### src/rtl/seq_pair_multiplier.sv
// Sequential shift-add multiplier over a selected operand pair (A*B, B*C, C*D, D*A).
// Optional SEQ_MUL_SATURATE_EN: clamp the result to all-ones on overflow.
`ifndef WIDTH
`define WIDTH 8
`endif

module seq_pair_multiplier #(
    parameter int WIDTH = `WIDTH
) (
    input  logic             clk,
    input  logic             rst,
    input  logic             start,
    input  logic [WIDTH-1:0] A,
    input  logic [WIDTH-1:0] B,
    input  logic [WIDTH-1:0] C,
    input  logic [WIDTH-1:0] D,
    input  logic [1:0]       select,
    output logic [WIDTH-1:0] out,
    output logic             overflow,
    output logic             busy,
    output logic             done
);

    localparam int CNT_W = (WIDTH > 1) ? $clog2(WIDTH) : 1;
    localparam logic [CNT_W-1:0] LAST_CNT = CNT_W'(WIDTH - 1);

    typedef enum logic [1:0] {
        IDLE = 2'd0,
        CALC = 2'd1,
        DONE = 2'd2
    } state_t;

    state_t state, next_state;

    logic [2*WIDTH-1:0] mcand;
    logic [WIDTH-1:0]   mplier;
    logic [2*WIDTH-1:0] acc;
    logic [CNT_W-1:0]   count;
    logic [WIDTH-1:0]   op_first;
    logic [WIDTH-1:0]   op_second;

    function automatic logic [WIDTH-1:0] result_f(input logic [2*WIDTH-1:0] prod);
`ifdef SEQ_MUL_SATURATE_EN
        if (|prod[2*WIDTH-1:WIDTH])
            return {WIDTH{1'b1}};
        else
            return prod[WIDTH-1:0];
`else
        return prod[WIDTH-1:0];
`endif
    endfunction

    // first operand of the pair is the multiplicand
    always_comb begin
        op_first  = A;
        op_second = B;
        case (select)
            2'b00: begin op_first = A; op_second = B; end
            2'b01: begin op_first = B; op_second = C; end
            2'b10: begin op_first = C; op_second = D; end
            2'b11: begin op_first = D; op_second = A; end
            default: ;
        endcase
    end

    always_ff @(posedge clk or posedge rst) begin
        if (rst)
            state <= IDLE;
        else
            state <= next_state;
    end

    always_comb begin
        next_state = state;
        case (state)
            IDLE: if (start) next_state = CALC;
            CALC: if (count == LAST_CNT) next_state = DONE;
            DONE: next_state = IDLE;
            default: next_state = IDLE;
        endcase
    end

    // operand shift registers carry no reset: they are reloaded on every start
    always_ff @(posedge clk) begin
        if (state == IDLE && start) begin
            mcand  <= {{WIDTH{1'b0}}, op_first};
            mplier <= op_second;
        end else if (state == CALC) begin
            mcand  <= mcand << 1;
            mplier <= mplier >> 1;
        end
    end

    // DONE publishes on its exit edge, so done rises WIDTH+1 edges after start
    always_ff @(posedge clk or posedge rst) begin
        if (rst) begin
            acc      <= '0;
            count    <= '0;
            out      <= '0;
            overflow <= 1'b0;
            busy     <= 1'b0;
            done     <= 1'b0;
        end else begin
            case (state)
                IDLE: begin
                    done <= 1'b0;
                    if (start) begin
                        acc   <= '0;
                        count <= '0;
                        busy  <= 1'b1;
                    end else begin
                        busy <= 1'b0;
                    end
                end
                CALC: begin
                    if (mplier[0])
                        acc <= acc + mcand;
                    count <= count + CNT_W'(1);
                end
                DONE: begin
                    out      <= result_f(acc);
                    overflow <= |acc[2*WIDTH-1:WIDTH];
                    done     <= 1'b1;
                end
                default: ;
            endcase
        end
    end

endmodule

### config.mk
export PLATFORM = sky130hd
export DESIGN_NAME = seq_pair_multiplier
export DESIGN_NICKNAME = d
export VERILOG_FILES = /design/src/rtl/seq_pair_multiplier.sv
export SDC_FILE = /design/constraint.sdc
export NUM_CORES = 1
export LEC_CHECK = 0
export CAP_MARGIN = 10
export CORE_MARGIN = 8
export CORE_UTILIZATION = 40
export CTS_CLUSTER_SIZE = 16
export DETAILED_ROUTE_END_ITERATION = 10
export GPL_TIMING_DRIVEN = 0
export PLACE_DENSITY = 0.65
export SYNTH_ARGS = -nofsm -noshare
export SYNTH_HDL_FRONTEND = slang
export SYNTH_SLANG_ARGS = --single-unit
### constraint.sdc
create_clock -name clk -period 5.5 [get_ports clk]
set_input_delay 1.65 -clock clk [delete_from_list [all_inputs] [get_ports clk]]
set_output_delay 1.65 -clock clk [all_outputs]
set_load 0.03 [all_outputs]
## After elaboration in Yosys (flattened, before gate mapping)

Index checks and enable logic that the tools add are counted.

- Register bits after elaboration: 56
- Bits of input ports: 37
- Output and inout bits: 11
- Logic and storage cells: 47

- Add/sub/neg operators: 2
- Equality and inequality tests: 9
- Multiplexer cells: 16
- Reduce and logical (&&, ||, !) cells: 10

Operator list:

| cell | number |
|---|---|
| case mux 8 bit (4 select lines) | 2 |
| 2-to-1 mux 16 bit | 2 |
| 2-to-1 mux 8 bit | 4 |
| case mux 16 bit (2 select lines) | 1 |
| adder 16 bit | 1 |
| OR reduction 8 bit | 1 |
| equality test 2 bit, second input constant | 3 |
| inequality test 2 bit, second input constant | 3 |
| case mux 3 bit (2 select lines) | 1 |
| nonzero test 2 bit | 3 |
| equality test 2 x 1 -> 1 bit, second input constant | 2 |
| zero test 2 bit | 2 |
| 2-to-1 mux 2 bit | 2 |
| case mux 2 bit (2 select lines) | 1 |
| AND reduction 2 bit | 2 |
| adder 3 x 1 -> 3 bit, second input constant | 1 |
| equality test 3 bit, second input constant | 1 |
| 2-to-1 mux 3 bit | 1 |
| AND reduction 3 bit | 1 |
| case mux 1 bit (2 select lines) | 1 |
| logical AND 1 bit | 1 |
| 2-to-1 mux 1 bit | 1 |

## Longest topological paths before layout

Gate-level depths: netlist of run 1.

- Word-level depth: 3
- Mapped depth: 9
- Mapped depth without buffers: 9

## Least setup slack after synthesis of run 1

No wires, ideal clock.

- Path type: input -> register
- Start point: input port select[0]
- End point: register mcand[1] (data pin)
- Arrival: 2.781 ns
- Required time: 5.247 ns
- Slack: 2.466 ns
- Stages: 5
- Cell sequence: buf_2 buf_2 mux4_2 nand2_1 nand2_1

- Word-level cells in the longest chain between the ends: 3
- Elaborated cells on any way between the ends: 6

Ends and longest elaborated chain:

| element | RTL line | text |
|---|---|---|
| start, declared | 17 | `input logic [1:0] select,` |
| equality test 2 bit, or another cell as far along | 57 | `case (select)` |
| case mux 8 bit (4 select lines) * | 57 |  |
| 2-to-1 mux 8 bit * | 85 | `if (state == IDLE && start) begin` |
| end signal, assigned | 86 | `mcand <= {{WIDTH{1'b0}}, op_first};` |
| end signal, assigned | 89 | `mcand <= mcand << 1;` |
| end, declared | 35 | `logic [2*WIDTH-1:0] mcand;` |

Mark *: on every way between the ends. The rest lies on a longest branch, timed or not.
A chain may end at the register's enable or synchronous reset.

## Worst setup path after layout of run 1

- Start point: input port start
- End point: register mplier[7], enable pin

- Word-level cells in the longest chain between the ends: 2

Ends and longest elaborated chain:

| element | RTL line | text |
|---|---|---|
| start, declared | 12 | `input logic start,` |
| logical AND 1 bit | 85 |  |
| nonzero test 2 bit (no line) | - |  |
| end signal, assigned | 87 | `mplier <= op_second;` |
| end signal, assigned | 90 | `mplier <= mplier >> 1;` |
| end, declared | 36 | `logic [WIDTH-1:0] mplier;` |

No other way between the ends.

==> qor.csv, run 1 <==
stage,metric,value,unit
run_status,status,"complete, no violations",
route,DR pass1 iterations,4,
power_and_ir_drop,Power Density,546,nW/um2
power_and_ir_drop,Psw,0.905,mW
layout,Final nets,421,
logic_synthesis,"EDFF count, synth",16,
worst_hold_path,hold path cells,2,
cts,htree depth,2,
critical_path,reg2reg path depth,9,
power_and_ir_drop,Reg power frac,36.1,%
cts,hold_buf cts,0,
timing,"Hold Vio Cnt, Final",0,
critical_path,worst path cell trace,clkdlybuf4s50_1 > nand2_1 > clkbuf_1 > nand2_1,
timing,Final Hold Slack,0.475,ns
logic_synthesis,Synth top area share,24.7,%
die,core area,8050,um2
critical_path,Crit path buffers/inverters,2,
route,remaining antenna violation count after routing,0,
logic_synthesis,area of the mapped netlist,3250,um2
timing,final setup TNS,0,ns
timing,unrepaired setup endpoints after global routing,no,
logic_synthesis,Synth area leaders,"dfrtp_1, edfxtp_1, mux4_2",
critical_path,CP endpoint kind,flop,
layout,share of post-route cells with drive strength above 1,10.1,%
timing,Tcrit/Tclk final,62.5,%
layout,final instance area,3970,um2
route,via count,2513,
critical_path,CP peak stage delay,0.51,ns
timing,Max-slew headroom,55.7,%
grt,first-pass GRT wire length,12300,um
power_and_ir_drop,Clk pwr share,12.5,%
logic_synthesis,"Seq/Total Area, Yosys",44.4,%
die,initial core utilization,40.3,%
power_and_ir_drop,worst vdd ir,0.177,mV
timing,clock skew,0.00871,ns
die,DIE AREA,11300,um2
logic_synthesis,syn nets,368,
placed_design,post-DP HPWL,5580,um
placed_design,I/O Buffers,45,
critical_path,critical path startpoint category,input pin,
timing,worst slew pin tran,0.664,ns
die,FP Rows,33,
cts,root buffer cell,clkbuf_8,
cts,register clock-pin slew on the reported worst setup and hold paths,0.10,ns
logic_synthesis,number of synthesized register bits,56,
cts,post-CTS setup buffer count,0,
route,drt initial violations,70,
die,DIE WIDTH,106,um
route,post-DR wirelength/cell,14.9,um
logic_synthesis,post-synthesis cell count,313,
logic_synthesis,"area leader, netlist",dfrtp_1,
cts,number of buffers created by CTS,5,
cts,post_cts resized,0,
critical_path,CP dominant cell by count,nand2_1,
placed_design,Post-DP Area,3860,um2
power_and_ir_drop,Sw Ratio,41.8,%
route,routed vias/inst,5.32,
logic_synthesis,"Avg Cell Area, Syn",10.4,um2
power_and_ir_drop,Pleak,1.66,nW
logic_synthesis,most frequent cell after synthesis,nand2_1,
timing,post-layout minimum cycle time,3.44,ns
cts,CTS tree,built,
worst_hold_path,hold crit path type,flop to flop,
die,Die H,106,um
layout,fill cell total of the finished layout,756,
grt,largest net degree at the start of global routing,23,
cts,clock tree sinks,56,
logic_synthesis,YS warnings,0,
critical_path,"CP delay by family, top",simple AND/OR/NAND/NOR gates,
power_and_ir_drop,internal power,1.26,mW
layout,P&R area growth vs syn,22.2,%
layout,n_diodes,0,
layout,"Core Util, Final",49.3,%
timing,Setup-failing EPs final,0,
cts,Max clock buf depth,2,
grt,vias in the first global route,2576,
timing,fmax,291,MHz
route,DRC,0,
logic_synthesis,fraction of registers with async set/reset,57.1,%
job,Max Cap Viol,0,
grt,Congestion Overflow GR,0,
critical_path,Worst path depth,4,
critical_path,Crit-path slowest cell,nand2_1,
grt,total global-route track usage,13.2,%
logic_synthesis,Post-synth top cells,"nand2_1, dfrtp_1, o21ai_0",
critical_path,CP Class,input pin to flop,
logic_synthesis,Synth Flop Type,dfrtp_1,
route,Routed WL,7020,um
placed_design,GPL Wtd Cong,0.859,
die,number of I/O pins,48,
critical_path,CP required,5.41,ns
critical_path,Critical Path AT,3.34,ns
logic_synthesis,"Distinct cells, synth",51,
grt,initial antenna violation count,0,
timing,fin. max-slew vios,0,
critical_path,critical path peak fanout,16,
power_and_ir_drop,combinational share of power,51.4,%
cts,Worst-Skew Late Latency,0.31,ns
cells in the final DEF, fill, tap and decap left out, types with 2 or more instances in the layout:
cell type / n
dfxtp_1: 8
nand2b_1: 4
nor4_1: 2
nor2_1: 6
mux2i_1: 2
xor2_1: 4
and2_1: 4
o21a_1: 2
a31oi_1: 2
o21ai_0: 21
clkbuf_1: 10
buf_2: 2
nand2_1: 87
inv_1: 5
clkbuf_8: 5
o21bai_1: 2
mux2_2: 7
ha_1: 17
a21o_1: 4
dfrtp_1: 32
mux4_2: 16
edfxtp_1: 16
clkdlybuf4s50_1: 45
xnor2_1: 6
a21oi_1: 17
and3_1: 3
nand3_1: 4
a21boi_1: 2
or3_1: 2
o2111ai_2: 2
a211oi_1: 2
through the flow:
stage	power (mW)	cells	worst slack, ns
2_1_floorplan	1.59	313	2.47
3_3_place_gp	1.87	463	1.78
3_5_place_dp	1.91	464	1.71
4_1_cts	2.18	472	2.05
5_1_grt	2.36	472	1.83
6_report	2.17	472	2.06
worst register-to-register path: cells and delay by family (launching register included):
family	cells	cell delay, ns
buffers and inverters	1	0.05
AOI/OAI and AO/OA	3	0.56
DFF	1	0.40
and+or+nand+nor	3	0.84
adders and majority gates	2	0.57
per-layer routing:
layer	share of wire, %	GRT usage (%)	wire length (um)	vias to the layer above
li1	-	-	-	1249
met1	48	17.1	3340	1186
met2	45	21.1	3170	69
met5	0	0	0	-
met4	1.6	4.12	112	0
met3	5.7	3.27	403	9
power groups by stage:
stage	logic [mW]	clock network, mW	registers [mW]
floorplan	0.764	0	0.822
global placement	1.09	0	0.788
detailed placement	1.12	0	0.793
CTS	1.12	0.276	0.784
global route	1.26	0.293	0.812
finish	1.11	0.271	0.783
registers in the layout (all words and copies together) (netlist names):
register	count
mcand	16
mplier	8
out	8
done	1
count	3
acc	16
overflow	1
busy	1
state	2
path summary, 6_finish.rpt:
kind                                start         to  slack, ns
worst max-delay path                start  mplier[7]       2.06
worst min-delay path            mcand[15]  mcand[15]       0.47
worst max register to register     acc[0]    acc[12]       3.01
worst min register to register  mcand[15]  mcand[15]       0.47
max in group asynchronous             rst   state[0]       3.35
min in group asynchronous             rst     out[1]       1.66
cells by family after synthesis:
kind of cell	synth area share, %
compound gates	13.0
xor+xnor	2.70
fa+ha+maj	7.16
buf+inv	2.16
flops	44.4
mux	14.1
simple gates	16.4
final cells by class:
class	count	area (um2)	share of cell area, %
multi-input cells	239	1740	43.8
flip-flops and latches	56	1440	36.3
plain buffers	13	51.3	1.29
well taps	105	131	3.31
inverters	5	18.8	0.473
clock buffers	5	68.8	1.73
clock inverters	3	42.5	1.07
repair buffers	46	478	12.0
Power figures use the tool's default switching activity.
==> inputs of run 2 (changes only) <==
- PLACE_DENSITY: 0.65 -> 0.67
- clock period: 5.5 -> 2.87 ns (I/O delays scaled with it)
==> run 2 against run 1 <==
- non-clock buffer count is the same
- flip-flop and latch count is the same
- global-route usage grew 0.19 points
- worst setup slack lost 1.8 ns
- die area is the same
- worst hold slack gained 0.0044 ns
- critical path depth is the same
- core utilization shrank 0.28 points
- largest cell class unchanged
- largest power group unchanged
==> qor.csv, run 2 (synthesis results as in run 1) <==
stage,metric,value,unit,change
run_status,status,"complete, no violations",,unchanged
timing,fin. max-slew vios,0,,unchanged
cts,number of buffers created by CTS,5,,unchanged
die,DIE AREA,11300,um2,unchanged
critical_path,worst path cell trace,clkdlybuf4s50_1 > nand2_1 > clkbuf_1 > nand2_1,,unchanged
grt,initial antenna violation count,0,,unchanged
critical_path,CP required,2.79,ns,was 5.41 ns
timing,unrepaired setup endpoints after global routing,no,,unchanged
critical_path,CP endpoint kind,flop,,unchanged
route,routed vias/inst,5.35,,was 5.32
layout,n_diodes,0,,unchanged
timing,clock skew,0.00799,ns,was 0.00871 ns
layout,Final nets,421,,unchanged
grt,Congestion Overflow GR,0,,unchanged
die,core area,8050,um2,unchanged
cts,clock tree sinks,56,,unchanged
worst_hold_path,hold path cells,2,,unchanged
layout,final instance area,3950,um2,was 3970 um2
layout,"leading cell type in the layout, fill and taps excluded",nand2_1,,unchanged
critical_path,CP dominant cell by count,nand2_1,,unchanged
cts,Worst-Skew Late Latency,0.31,ns,about the same
die,initial core utilization,40.3,%,unchanged
cts,post_cts resized,0,,unchanged
route,WL met2,3320,um,was 3170 um
critical_path,critical path startpoint category,input pin,,unchanged
timing,worst slew pin tran,0.638,ns,was 0.664 ns
die,number of I/O pins,48,,unchanged
route,via count,2525,,was 2513
grt,first-pass GRT wire length,12500,um,was 12300 um
cts,htree depth,2,,unchanged
route,remaining antenna violation count after routing,0,,unchanged
critical_path,Critical Path AT,2.57,ns,was 3.34 ns
cts,hold_buf cts,0,,unchanged
grt,vias in the first global route,2673,,was 2576
timing,fmax,378,MHz,
cts,post-CTS setup buffer count,0,,unchanged
placed_design,post-DP HPWL,5800,um,was 5580 um
worst_hold_path,hold crit path type,flop to flop,,unchanged
placed_design,I/O Buffers,45,,unchanged
power_and_ir_drop,"Power, Total",4.07,mW,was 2.17 mW
critical_path,Crit-path slowest cell,nand2_1,,unchanged
placed_design,GPL Wtd Cong,0.859,,about the same
critical_path,reg-to-reg critical path endpoint,acc[12],,unchanged
timing,final setup TNS,0,ns,unchanged
grt,largest net degree at the start of global routing,22,,was 23
timing,"Hold Vio Cnt, Final",0,,unchanged
route,Max Used Layer,met4,,unchanged
route,DR pass1 iterations,4,,unchanged
cts,register clock-pin slew on the reported worst setup and hold paths,0.11,ns,was 0.10 ns
critical_path,CP Class,input pin to flop,,unchanged
route,met3 wire len,376,um,was 403 um
layout,Top Registers,"acc (16), mcand (16)",,unchanged
power_and_ir_drop,Power Density,1030,nW/um2,was 546 nW/um2
critical_path,CP peak stage delay,0.50,ns,was 0.51 ns
route,Routed WL,7190,um,was 7020 um
die,FP Rows,33,,unchanged
route,DRC,0,,unchanged
critical_path,R2R Path Start,acc[0],,unchanged
worst_hold_path,hold_sp,mcand[15],,unchanged
timing,Max-slew headroom,57.3,%,was 55.7%
worst_hold_path,Worst Hold End,mcand[15],,unchanged
critical_path,reg2reg path depth,9,,unchanged
die,Die H,106,um,unchanged
route,post-DR wirelength/cell,15.2,um,was 14.9 um
power_and_ir_drop,worst vdd ir,0.308,mV,was 0.177 mV
route,drt initial violations,118,,was 70
timing,post-layout minimum cycle time,2.65,ns,
route,WL met1,3360,um,was 3340 um
placed_design,Post-DP Area,3860,um2,unchanged
layout,most frequent cells in the layout,"nand2_1, clkdlybuf4s50_1, dfrtp_1, o21ai_0",,unchanged
critical_path,critical path peak fanout,16,,unchanged
critical_path,Reg2Reg Setup Slack,0.40,ns,was 3.01 ns
timing,Setup-failing EPs final,0,,unchanged
timing,Tcrit/Tclk final,92.2,%,
power_and_ir_drop,Pleak,1.65,nW,was 1.66 nW
cts,Max clock buf depth,2,,unchanged
cts,CTS tree,built,,unchanged
die,DIE WIDTH,106,um,unchanged
cts,root buffer cell,clkbuf_8,,unchanged
layout,share of post-route cells with drive strength above 1,10.1,%,unchanged
grt,total global-route track usage,13.4,%,was 13.2%
layout,P&R area growth vs syn,21.5,%,was 22.2%
job,Max Cap Viol,0,,unchanged
run 2: cell types whose count changed in the layout (fill, tap and decap cells not counted), sizes merged:
cell,previous run,this run
clkinvlp,0,1
clkinv,2,0
clkbuf,15,16
inv,5,6
bufinv,1,0
run 2: metal layers:
metal	GRT usage, %	vias to the layer above
li1	-	1242
met1	17.3	1211
met2	21.6	63
met3	3.15	9
met4	4.22	0
met5	0	-
run 2: layout make-up:
type / count / area (um2)
inverter: 5 / 18.8
buffer: 13 / 51.3
clock buffer: 6 / 72.6
sequential: 56 / 1440
clock inverter: 2 / 16.3
fill: 755 / 4110
tap: 105 / 131
timing repair buffer: 46 / 478
multi-input combinational: 239 / 1740
run 2: how the worst max path moves through the flow:
stage                     slack, ns         to  cells after the start       from
after floorplan                0.63   mcand[1]                      5  select[0]
after global placement        -0.06  mplier[4]                      4      start
after detailed placement      -0.12  mplier[5]                      4      start
after CTS                      0.22  mplier[6]                      4      start
after global routing           0.07  mplier[7]                      4      start
final                          0.22  mplier[1]                      4      start
run 2: power by group:
group          leakage, nW  switching (mW)  total (mW)  internal, mW
sequential           0.624           0.244        1.50          1.26
combinational        0.982            1.23        2.13         0.902
clock               0.0418           0.266       0.442         0.176
total                 1.65            1.74        4.07          2.33
run 2: critical path, delay by kind of cell:
kind	cells	cell delay [ns]
and+or+nand+nor	2	0.85
buffers and inverters	2	0.86
run 2: stage by stage:
step | setup slack [ns] | cells | hold slack (ns) | util (%)
final | 0.223 | 472 | 0.479 | 49.0
after global routing | 0.0688 | 472 | 0.516 | 49.0
after CTS | 0.221 | 472 | 0.476 | 49.0
after detailed placement | -0.123 | 464 | 0.460 | 47.9
after global placement | -0.0581 | 463 | 0.456 | 47.6
after floorplan | 0.625 | 313 | 0.445 | -
